**src/rtl/pattern_resp_pkg.sv**
```systemverilog
// Shared types and defaults for the pattern response compactor.
// Optional feature macro used by pattern_resp_misr: PATTERN_RESP_XMASK_EN.
package pattern_resp_pkg;

  typedef enum logic [1:0] {
    IDLE = 2'd0,
    RUN  = 2'd1,
    DONE = 2'd2
  } resp_state_e;

  localparam int unsigned DEF_RESP_W = 8;
  localparam int unsigned DEF_SIG_W  = 16;
  localparam int unsigned DEF_CNT_W  = 16;

  // x^16 + x^12 + x^5 + 1, Galois form
  localparam logic [15:0] DEF_POLY = 16'h1021;
  localparam logic [15:0] DEF_SEED = 16'h0000;

endpackage

```
**src/rtl/pattern_misr_step.sv**
```systemverilog
// One MISR step: shift left, fold in feedback polynomial on MSB carry-out,
// xor the zero-extended response vector into the low bits.
module pattern_misr_step #(
  parameter int unsigned SIG_W  = 16,
  parameter int unsigned RESP_W = 8
) (
  input  logic [SIG_W-1:0]  sig,
  input  logic [RESP_W-1:0] resp,
  input  logic [SIG_W-1:0]  poly,
  output logic [SIG_W-1:0]  next_sig
);

  // Galois next-state function
  always_comb begin
    next_sig = {sig[SIG_W-2:0], 1'b0} ^ SIG_W'(resp);
    if (sig[SIG_W-1]) begin
      next_sig = next_sig ^ poly;
    end
  end

endmodule

```
**src/rtl/pattern_resp_misr.sv**
```systemverilog
// Response compactor: folds a programmed number of valid response vectors
// from a merged pattern circuit into a MISR and compares with a golden value.
// Optional: `define PATTERN_RESP_XMASK_EN adds resp_mask (1 = force bit to 0).
module pattern_resp_misr
  import pattern_resp_pkg::*;
#(
  parameter int unsigned      RESP_W = DEF_RESP_W,
  parameter int unsigned      SIG_W  = DEF_SIG_W,
  parameter int unsigned      CNT_W  = DEF_CNT_W,
  parameter logic [SIG_W-1:0] POLY   = SIG_W'(DEF_POLY),
  parameter logic [SIG_W-1:0] SEED   = SIG_W'(DEF_SEED)
) (
  input  logic              blif_clk_net,
  input  logic              blif_reset_net,
  input  logic              start,
  input  logic [CNT_W-1:0]  num_cycles,
  input  logic              resp_valid,
  input  logic [RESP_W-1:0] resp_in,
`ifdef PATTERN_RESP_XMASK_EN
  input  logic [RESP_W-1:0] resp_mask,
`endif
  input  logic [SIG_W-1:0]  golden_sig,
  output logic              busy,
  output logic              done,
  output logic              pass,
  output logic [SIG_W-1:0]  signature,
  output logic [CNT_W-1:0]  samples_left
);

  resp_state_e       state;
  logic [RESP_W-1:0] resp_eff;
  logic [SIG_W-1:0]  next_sig;

  // Masked-off response bits contribute nothing to the signature
  always_comb begin
`ifdef PATTERN_RESP_XMASK_EN
    resp_eff = resp_in & ~resp_mask;
`else
    resp_eff = resp_in;
`endif
  end

  pattern_misr_step #(
    .SIG_W  (SIG_W),
    .RESP_W (RESP_W)
  ) u_step (
    .sig      (signature),
    .resp     (resp_eff),
    .poly     (POLY),
    .next_sig (next_sig)
  );

  // Control FSM, sample counter, signature register and golden compare
  always_ff @(posedge blif_clk_net or posedge blif_reset_net) begin
    if (blif_reset_net) begin
      state        <= IDLE;
      signature    <= SEED;
      samples_left <= '0;
      busy         <= 1'b0;
      done         <= 1'b0;
      pass         <= 1'b0;
    end else begin
      case (state)
        IDLE, DONE: begin
          // The start cycle's resp_in is deliberately not absorbed
          if (start) begin
            signature <= SEED;
            if (num_cycles != '0) begin
              samples_left <= num_cycles;
              state        <= RUN;
              busy         <= 1'b1;
              done         <= 1'b0;
              pass         <= 1'b0;
            end else begin
              samples_left <= '0;
              state        <= DONE;
              busy         <= 1'b0;
              done         <= 1'b1;
              pass         <= (SEED == golden_sig);
            end
          end
        end
        RUN: begin
          if (resp_valid && (samples_left != '0)) begin
            signature    <= next_sig;
            samples_left <= samples_left - CNT_W'(1);
            // Compare against the value being written, so pass is
            // valid in the same cycle done rises
            if (samples_left == CNT_W'(1)) begin
              state <= DONE;
              busy  <= 1'b0;
              done  <= 1'b1;
              pass  <= (next_sig == golden_sig);
            end
          end
        end
        default: begin
          state        <= IDLE;
          samples_left <= '0;
          busy         <= 1'b0;
          done         <= 1'b0;
          pass         <= 1'b0;
        end
      endcase
    end
  end

endmodule

```
**config.mk**
```make
export PLATFORM = sky130hd
export DESIGN_NAME = pattern_resp_misr
export DESIGN_NICKNAME = d
export VERILOG_FILES = /design/src/rtl/pattern_resp_pkg.sv /design/src/rtl/pattern_misr_step.sv /design/src/rtl/pattern_resp_misr.sv
export SDC_FILE = /design/constraint.sdc
export NUM_CORES = 1
export LEC_CHECK = 0
export CELL_PAD_IN_SITES_DETAIL_PLACEMENT = 0
export CELL_PAD_IN_SITES_GLOBAL_PLACEMENT = 1
export CORE_ASPECT_RATIO = 1.2
export CORE_UTILIZATION = 50
export CTS_BUF_LIST = sky130_fd_sc_hd__clkbuf_16
export CTS_CLUSTER_SIZE = 14
export DETAILED_ROUTE_END_ITERATION = 8
export DONT_BUFFER_PORTS = 1
export PLACE_DENSITY_LB_ADDON = 0.1
export SYNTH_ARGS = -nofsm -noshare
export SYNTH_HDL_FRONTEND = slang
export SYNTH_SLANG_ARGS = --single-unit
```
**constraint.sdc**
```tcl
create_clock -name blif_clk_net -period 4.1 [get_ports blif_clk_net]
set_input_delay 1.025 -clock blif_clk_net [delete_from_list [all_inputs] [get_ports blif_clk_net]]
set_output_delay 1.025 -clock blif_clk_net [all_outputs]
set_load 0.02 [all_outputs]
```
==> results of run 1 <==
-- cell usage in the layout, fill, tap and decap left out, types with 4 or more instances in the layout --
master and n:
o31ai_1 9, o21ai_0 4, nand2_1 35, o22ai_1 5, nor2_1 10, dfrtp_1 36
xnor2_1 21, inv_1 11, a21oi_1 8, xor2_1 11, clkbuf_16 5, a32oi_1 4
nor3_1 6, o21ai_1 17, nand4_1 5, nor4_1 14, a22oi_1 8
-- cells by family after synthesis --
kind of cell	Yosys count	share of synthesized area
and+or+nand+nor	95	0.227
AOI/OAI and AO/OA	69	0.208
DFF	36	0.392
xor gates and xnor gates	32	0.122
buffers and inverters	22	0.0403
adders and majority gates	2	0.0109
-- path summary, 6_finish.rpt --
| check | endpoint | slack (ns) | cells past startpoint |
|---|---|---|---|
| setup / recovery | samples_left[9]$_DFFE_PP0P_ | 1.64 | 7 |
| hold / removal | busy$_DFFE_PP0P_ | 0.63 | 1 |
| setup reg to reg | samples_left[9]$_DFFE_PP0P_ | 1.64 | 7 |
| hold reg to reg | busy$_DFFE_PP0P_ | 0.63 | 1 |
| max in group asynchronous | samples_left[4]$_DFFE_PP0P_ | 2.52 | 2 |
| min in group asynchronous | signature[7]$_DFFE_PP0P_ | 0.85 | 1 |
-- registers in the layout (all words and copies together) (netlist names) --
name and cells:
busy 1, done 1, pass 1, samples_left 16, signature 16, state 1
-- through the flow --
stage | power, mW | instance area [um^2]
final | 2.06 | 2500
after global routing | 2.19 | 2500
after CTS | 2.07 | 2500
after detailed placement | 1.64 | 2340
after global placement | 1.63 | 2340
after floorplan | 1.44 | 2300
-- cell type report --
class                      instances  area share
timing repair buffer               3     0.00900
multi-input combinational        198       0.521
clock inverter                     3      0.0150
sequential                        36       0.360
clock buffer                       5      0.0500
tap                               56      0.0280
inverter                          11      0.0165
-- cell usage after synthesis, drive strengths merged (2+ instances only) --
cell	count
a32oi	4
o31ai	9
o2bb2ai	2
nor2b	3
or4	2
a22oi	8
o21ai	23
nor3b	2
ha	2
nor2	10
xor2	11
nor4	18
nor3	7
o211a	2
clkbuf	4
o22ai	5
nand2	36
nand3	3
dfrtp	36
xnor2	21
a21oi	9
inv	11
buf	7
nand4	5
and4	2
-- power by group through the flow --
stage | clock network (mW) | logic (mW) | registers (mW)
final | 0.427 | 0.861 | 0.772
after CTS | 0.435 | 0.861 | 0.772
after floorplan | 0 | 0.715 | 0.720
after detailed placement | 0 | 0.857 | 0.779
after global placement | 0 | 0.855 | 0.777
after global routing | 0.450 | 0.946 | 0.795
-- metal layers --
metal	part of all wire	track usage
met5	0	0
met3	0.071	0.0704
met4	0.024	0.120
met1	0.40	0.307
met2	0.51	0.451
==> out/qor.txt, run 1 <==
Pleak - 1.00 nW
Core Box Area - 4330 um^2
Total GRT Usage - 0.266
Syn Inst Count - 256
crit start category - flip-flop
vias in the first global route - 2038
Worst Path Required - 4.26 ns
IO Port Bufs - 0
CTS Hold Bufs - 0
number of nets in the layout - 301
DIE WIDTH - 63.9 um
Reg-to-Reg Start - samples_left[0]$_DFFE_PP0P_
die area - 4870 um^2
Least-Margin Pin Slew - 0.934 ns
Worst setup EP type - flip-flop
unrepaired setup endpoints after global routing - false
Hold Startpoint - busy$_DFFE_PP0P_
Max clock buf depth - 2
post-synthesis cell type count - 48
CP max stage cell - o22ai_1
Hold Crit Class - flip-flop to flip-flop
Final Skew - 0.00630 ns
row cnt - 26
pwr/cell area - 823 nW/um^2
Die Ht - 76.3 um
Yosys top cell by area - dfrtp_1
Clock Sinks - 36
Hold WS - 0.630 ns
Setup Viol. Count Final - 0
Slew Limit Headroom - 0.376
first-pass GRT wire length - 9.94 mm
FF+latch count, synth - 36
grt ovf - 0
status - finished, final reports clean
ys async rst share - 1.00
largest net degree at the start of global routing - 42
post-route non-filler standard cell count - 312
P_sw - 0.985 mW
final core utilization - 0.578
Clock Pin Slew Worst Setup and Hold Paths - 0.05 ns
Post-Syn Area per Cell - 8.98 um^2
DR vias/cell - 6.30
Synth Flop Type - dfrtp_1
maximum fanout along the worst path - 6
Worst Path Buf+Inv - 1
Post-CTS Setup Bufs - 0
Seq/Total Area, Yosys - 0.392
total negative slack - 0 ns
Flop pwr share - 0.375
Cell Int Power - 1.07 mW
crit-path cells - inv_1 -> ha_1 -> nor3b_1 -> and4_1 -> o22ai_1 -> o21ai_1 -> a221o_1
DR iter-0 viols - 146
max-cap violations - 0
post-layout minimum cycle time - 2.46 ns
Worst Path Arrival - 2.62 ns
Starting Density - 0.531
CTS tree - built
EDFF count, synth - 0
Comb power frac - 0.418
Syn Std Cell Area - 2300 um^2
Multi-input gate area - 1310 um^2
Syn-to-layout area delta - 8.87%
Setup Crit Path Kind - flip-flop to flip-flop
CTS Buf Count - 5
period utilisation layout - 0.599
Slew Viols, Final - 0
drt pass-1 iters - 4
max incr delay on CP - 0.51 ns
cts repair resizes - 0
Worst-Skew Late Latency - 0.28 ns
Post-DRT Antenna Nets - 0
H-tree levels - 2
Worst path top cell family by delay - compound AO/OA/AOI/OAI gates
Max VDD drop - 0.346 mV
Vias - 1967
Warnings, synthesis - 0
Routed Wire Length - 6.12 mm
Root Buffer - clkbuf_16
DRC violations left - 0
FF/Latch Area - 901 um^2
Sw Ratio - 0.478
pre-CTS WS - 1.73 ns
IO Count - 79
FMAX - 0.407 GHz
top cells by area, synth - dfrtp_1, xnor2_1, nand2_1
placed insts - 304
RePlAce Congestion - 0.851
routed wire length per instance - 19.6 um
Yosys top cell area share - 0.392
post-DP HPWL - 4.55 mm
layout cells sized above 1 - 0.0820
Filler Cell Count - 407
Fin. Hold Viols - 0
initial antenna violation count - 0
Mapped Nets - 302
CP Launch Point - samples_left[0]$_DFFE_PP0P_
# diodes - 0
final worst setup slack - 1.64 ns
clock power share - 0.207
Power figures use the tool's default switching activity.
==> run 2: changes to the inputs <==
Settings changed: CORE_UTILIZATION 50 to 42.
Clock period 4.1 ns to 2.2 ns, I/O delays scaled along.
==> run 2 against run 1 <==
Net effect: via count is 2.7% higher; sequential cell count is the same; fmax grew 19%; total power rose by 97%; setup slack worse by 1.5 ns; wire length is 6.6% higher; sequential power increased by 61%; critical path type unchanged.
==> out/qor.txt, run 2 (synthesis gave the netlist of run 1 again) <==
CTS Hold Bufs - 0 (unchanged)
IO Count - 79 (unchanged)
Worst setup EP type - flip-flop (unchanged)
IO Port Bufs - 0 (unchanged)
max-cap violations - 0 (unchanged)
Clock Pin Slew Worst Setup and Hold Paths - 0.05 ns (about the same)
DIE WIDTH - 69.5 um (was 63.9 um)
cts repair resizes - 0 (unchanged)
Starting Density - 0.437 (was 0.531)
maximum fanout along the worst path - 6 (unchanged)
biggest regs - samples_left x16, signature x16 (unchanged)
Filler Cell Count - 523 (was 407)
Slew Limit Headroom - 0.531 (was 0.376)
Total GRT Usage - 0.239 (was 0.266)
Least-Margin Pin Slew - 0.701 ns (was 0.934 ns)
Slew Viols, Final - 0 (unchanged)
Routed Wire Length - 6.53 mm (was 6.12 mm)
crit start category - flip-flop (unchanged)
grt ovf - 0 (unchanged)
Worst Path Required - 2.36 ns (was 4.26 ns)
Max VDD drop - 0.525 mV (was 0.346 mV)
Worst Path Arrival - 2.23 ns (was 2.62 ns)
Flop pwr share - 0.304 (was 0.375)
Fin. Hold Viols - 0 (unchanged)
vias in the first global route - 2151 (was 2038)
Cell Int Power - 2.15 mW (was 1.07 mW)
Vias - 2020 (was 1967)
post-route non-filler standard cell count - 342 (was 312)
RePlAce Congestion - 0.812 (was 0.851)
Clock Sinks - 36 (unchanged)
largest net degree at the start of global routing - 42 (unchanged)
Root Buffer - clkbuf_16 (unchanged)
pwr/cell area - 1510 nW/um^2 (was 823 nW/um^2)
Setup Viol. Count Final - 0 (unchanged)
Final Skew - 0.00483 ns (was 0.00630 ns)
clock power share - 0.165 (was 0.207)
Comb power frac - 0.531 (was 0.418)
post-DP HPWL - 5.00 mm (was 4.55 mm)
die area - 5770 um^2 (was 4870 um^2)
unrepaired setup endpoints after global routing - true (was false)
commonest non-fill, non-tap cell in the layout - dfrtp_1 (unchanged)
Hold Crit Class - input port to asynchronous set/reset pin (was flip-flop to flip-flop)
Core Box Area - 5260 um^2 (was 4330 um^2)
FMAX - 0.483 GHz (was 0.407 GHz)
placed insts - 335 (was 304)
routed wire length per instance - 19.1 um (was 19.6 um)
Syn-to-layout area delta - 17.0% (was 8.87%)
Sw Ratio - 0.470 (was 0.478)
Die Ht - 83.0 um (was 76.3 um)
CTS tree - built (unchanged)
period utilisation layout - 0.941 (was 0.599)
layout cells sized above 1 - 0.164 (was 0.0820)
commonest non-fill, non-tap cells in the layout - dfrtp_1, nand2_1, buf_4, xnor2_1, o21ai_1 (was dfrtp_1, nand2_1, xnor2_1, o21ai_1, nor4_1)
Post-DRT Antenna Nets - 0 (unchanged)
status - finished, final reports clean (unchanged)
CTS Buf Count - 5 (unchanged)
DRC violations left - 0 (unchanged)
Max clock buf depth - 2 (unchanged)
DR vias/cell - 5.91 (was 6.30)
first-pass GRT wire length - 10.8 mm (was 9.94 mm)
Worst-Skew Late Latency - 0.28 ns (about the same)
final instance area - 2690 um^2 (was 2500 um^2)
initial antenna violation count - 0 (unchanged)
total negative slack - 0 ns (unchanged)
Setup Crit Path Kind - flip-flop to flip-flop (unchanged)
H-tree levels - 2 (unchanged)
Pleak - 1.13 nW (was 1.00 nW)
P_sw - 1.91 mW (was 0.985 mW)
row cnt - 29 (was 26)
# diodes - 0 (unchanged)
Post-CTS Setup Bufs - 0 (unchanged)
drt pass-1 iters - 4 (unchanged)
post-layout minimum cycle time - 2.07 ns (was 2.46 ns)
DR iter-0 viols - 112 (was 146)
Post-DP Area - 2550 um^2 (was 2340 um^2)
number of nets in the layout - 326 (was 301)
## run 2: path summary, 6_finish.rpt
path                                             start                            to  slack (ns)  cells past startpoint
setup / recovery           samples_left[0]$_DFFE_PP0P_   samples_left[9]$_DFFE_PP0P_        0.13                      7
hold / removal                          blif_reset_net      signature[1]$_DFFE_PP0P_        0.28                      2
setup reg to reg           samples_left[0]$_DFFE_PP0P_   samples_left[9]$_DFFE_PP0P_        0.13                      7
hold reg to reg            samples_left[9]$_DFFE_PP0P_   samples_left[9]$_DFFE_PP0P_        0.59                      1
max in group asynchronous               blif_reset_net  samples_left[10]$_DFFE_PP0P_        1.58                      2
min in group blif_clk_net               num_cycles[12]  samples_left[12]$_DFFE_PP0P_        0.41                      2
## run 2: area by class of cell
type / count / area (um^2) / share of cell area
Clock buffer: 5 / 125 / 0.0465
Clock inverter: 2 / 8.76 / 0.00326
Inverter: 11 / 41.3 / 0.0153
Multi-Input combinational cell: 198 / 1310 / 0.488
Sequential cell: 36 / 901 / 0.335
Tap cell: 62 / 77.6 / 0.0288
Timing Repair Buffer: 28 / 223 / 0.0828
## run 2: layer usage
layer / GRT usage / wire [um] / vias up
li1: - / - / 978
met1: 0.294 / 2660 / 956
met3: 0.0631 / 480 / 8
met5: 0 / 0 / -
met2: 0.398 / 3310 / 78
met4: 0.0928 / 69 / 0
## run 2: metrics by stage
stage	setup WS [ns]	utilization	hold WS (ns)	power, mW
after global routing	-0.0117	0.511	0.342	4.36
after global placement	0.122	0.484	0.576	3.38
after floorplan	0.172	-	0.595	2.67
after CTS	0.115	0.510	0.292	4.07
final	0.129	0.511	0.277	4.06
after detailed placement	0.128	0.484	0.580	3.39
## run 2: power groups by stage
stage               clock network [mW]  logic (mW)  registers, mW
floorplan                            0        1.33           1.34
global placement                     0        2.13           1.25
detailed placement                   0        2.15           1.25
CTS                              0.687        2.15           1.24
global route                     0.713        2.38           1.27
finish                           0.669        2.15           1.24
## run 2: worst max-delay path, stage by stage, from the launching register on
cell     delay [ns]
dfrtp_1        0.34
inv_1          0.08
ha_1           0.23
nor3b_1        0.16
and4_1         0.26
o22ai_1        0.45
o21ai_1        0.14
a221o_1        0.31
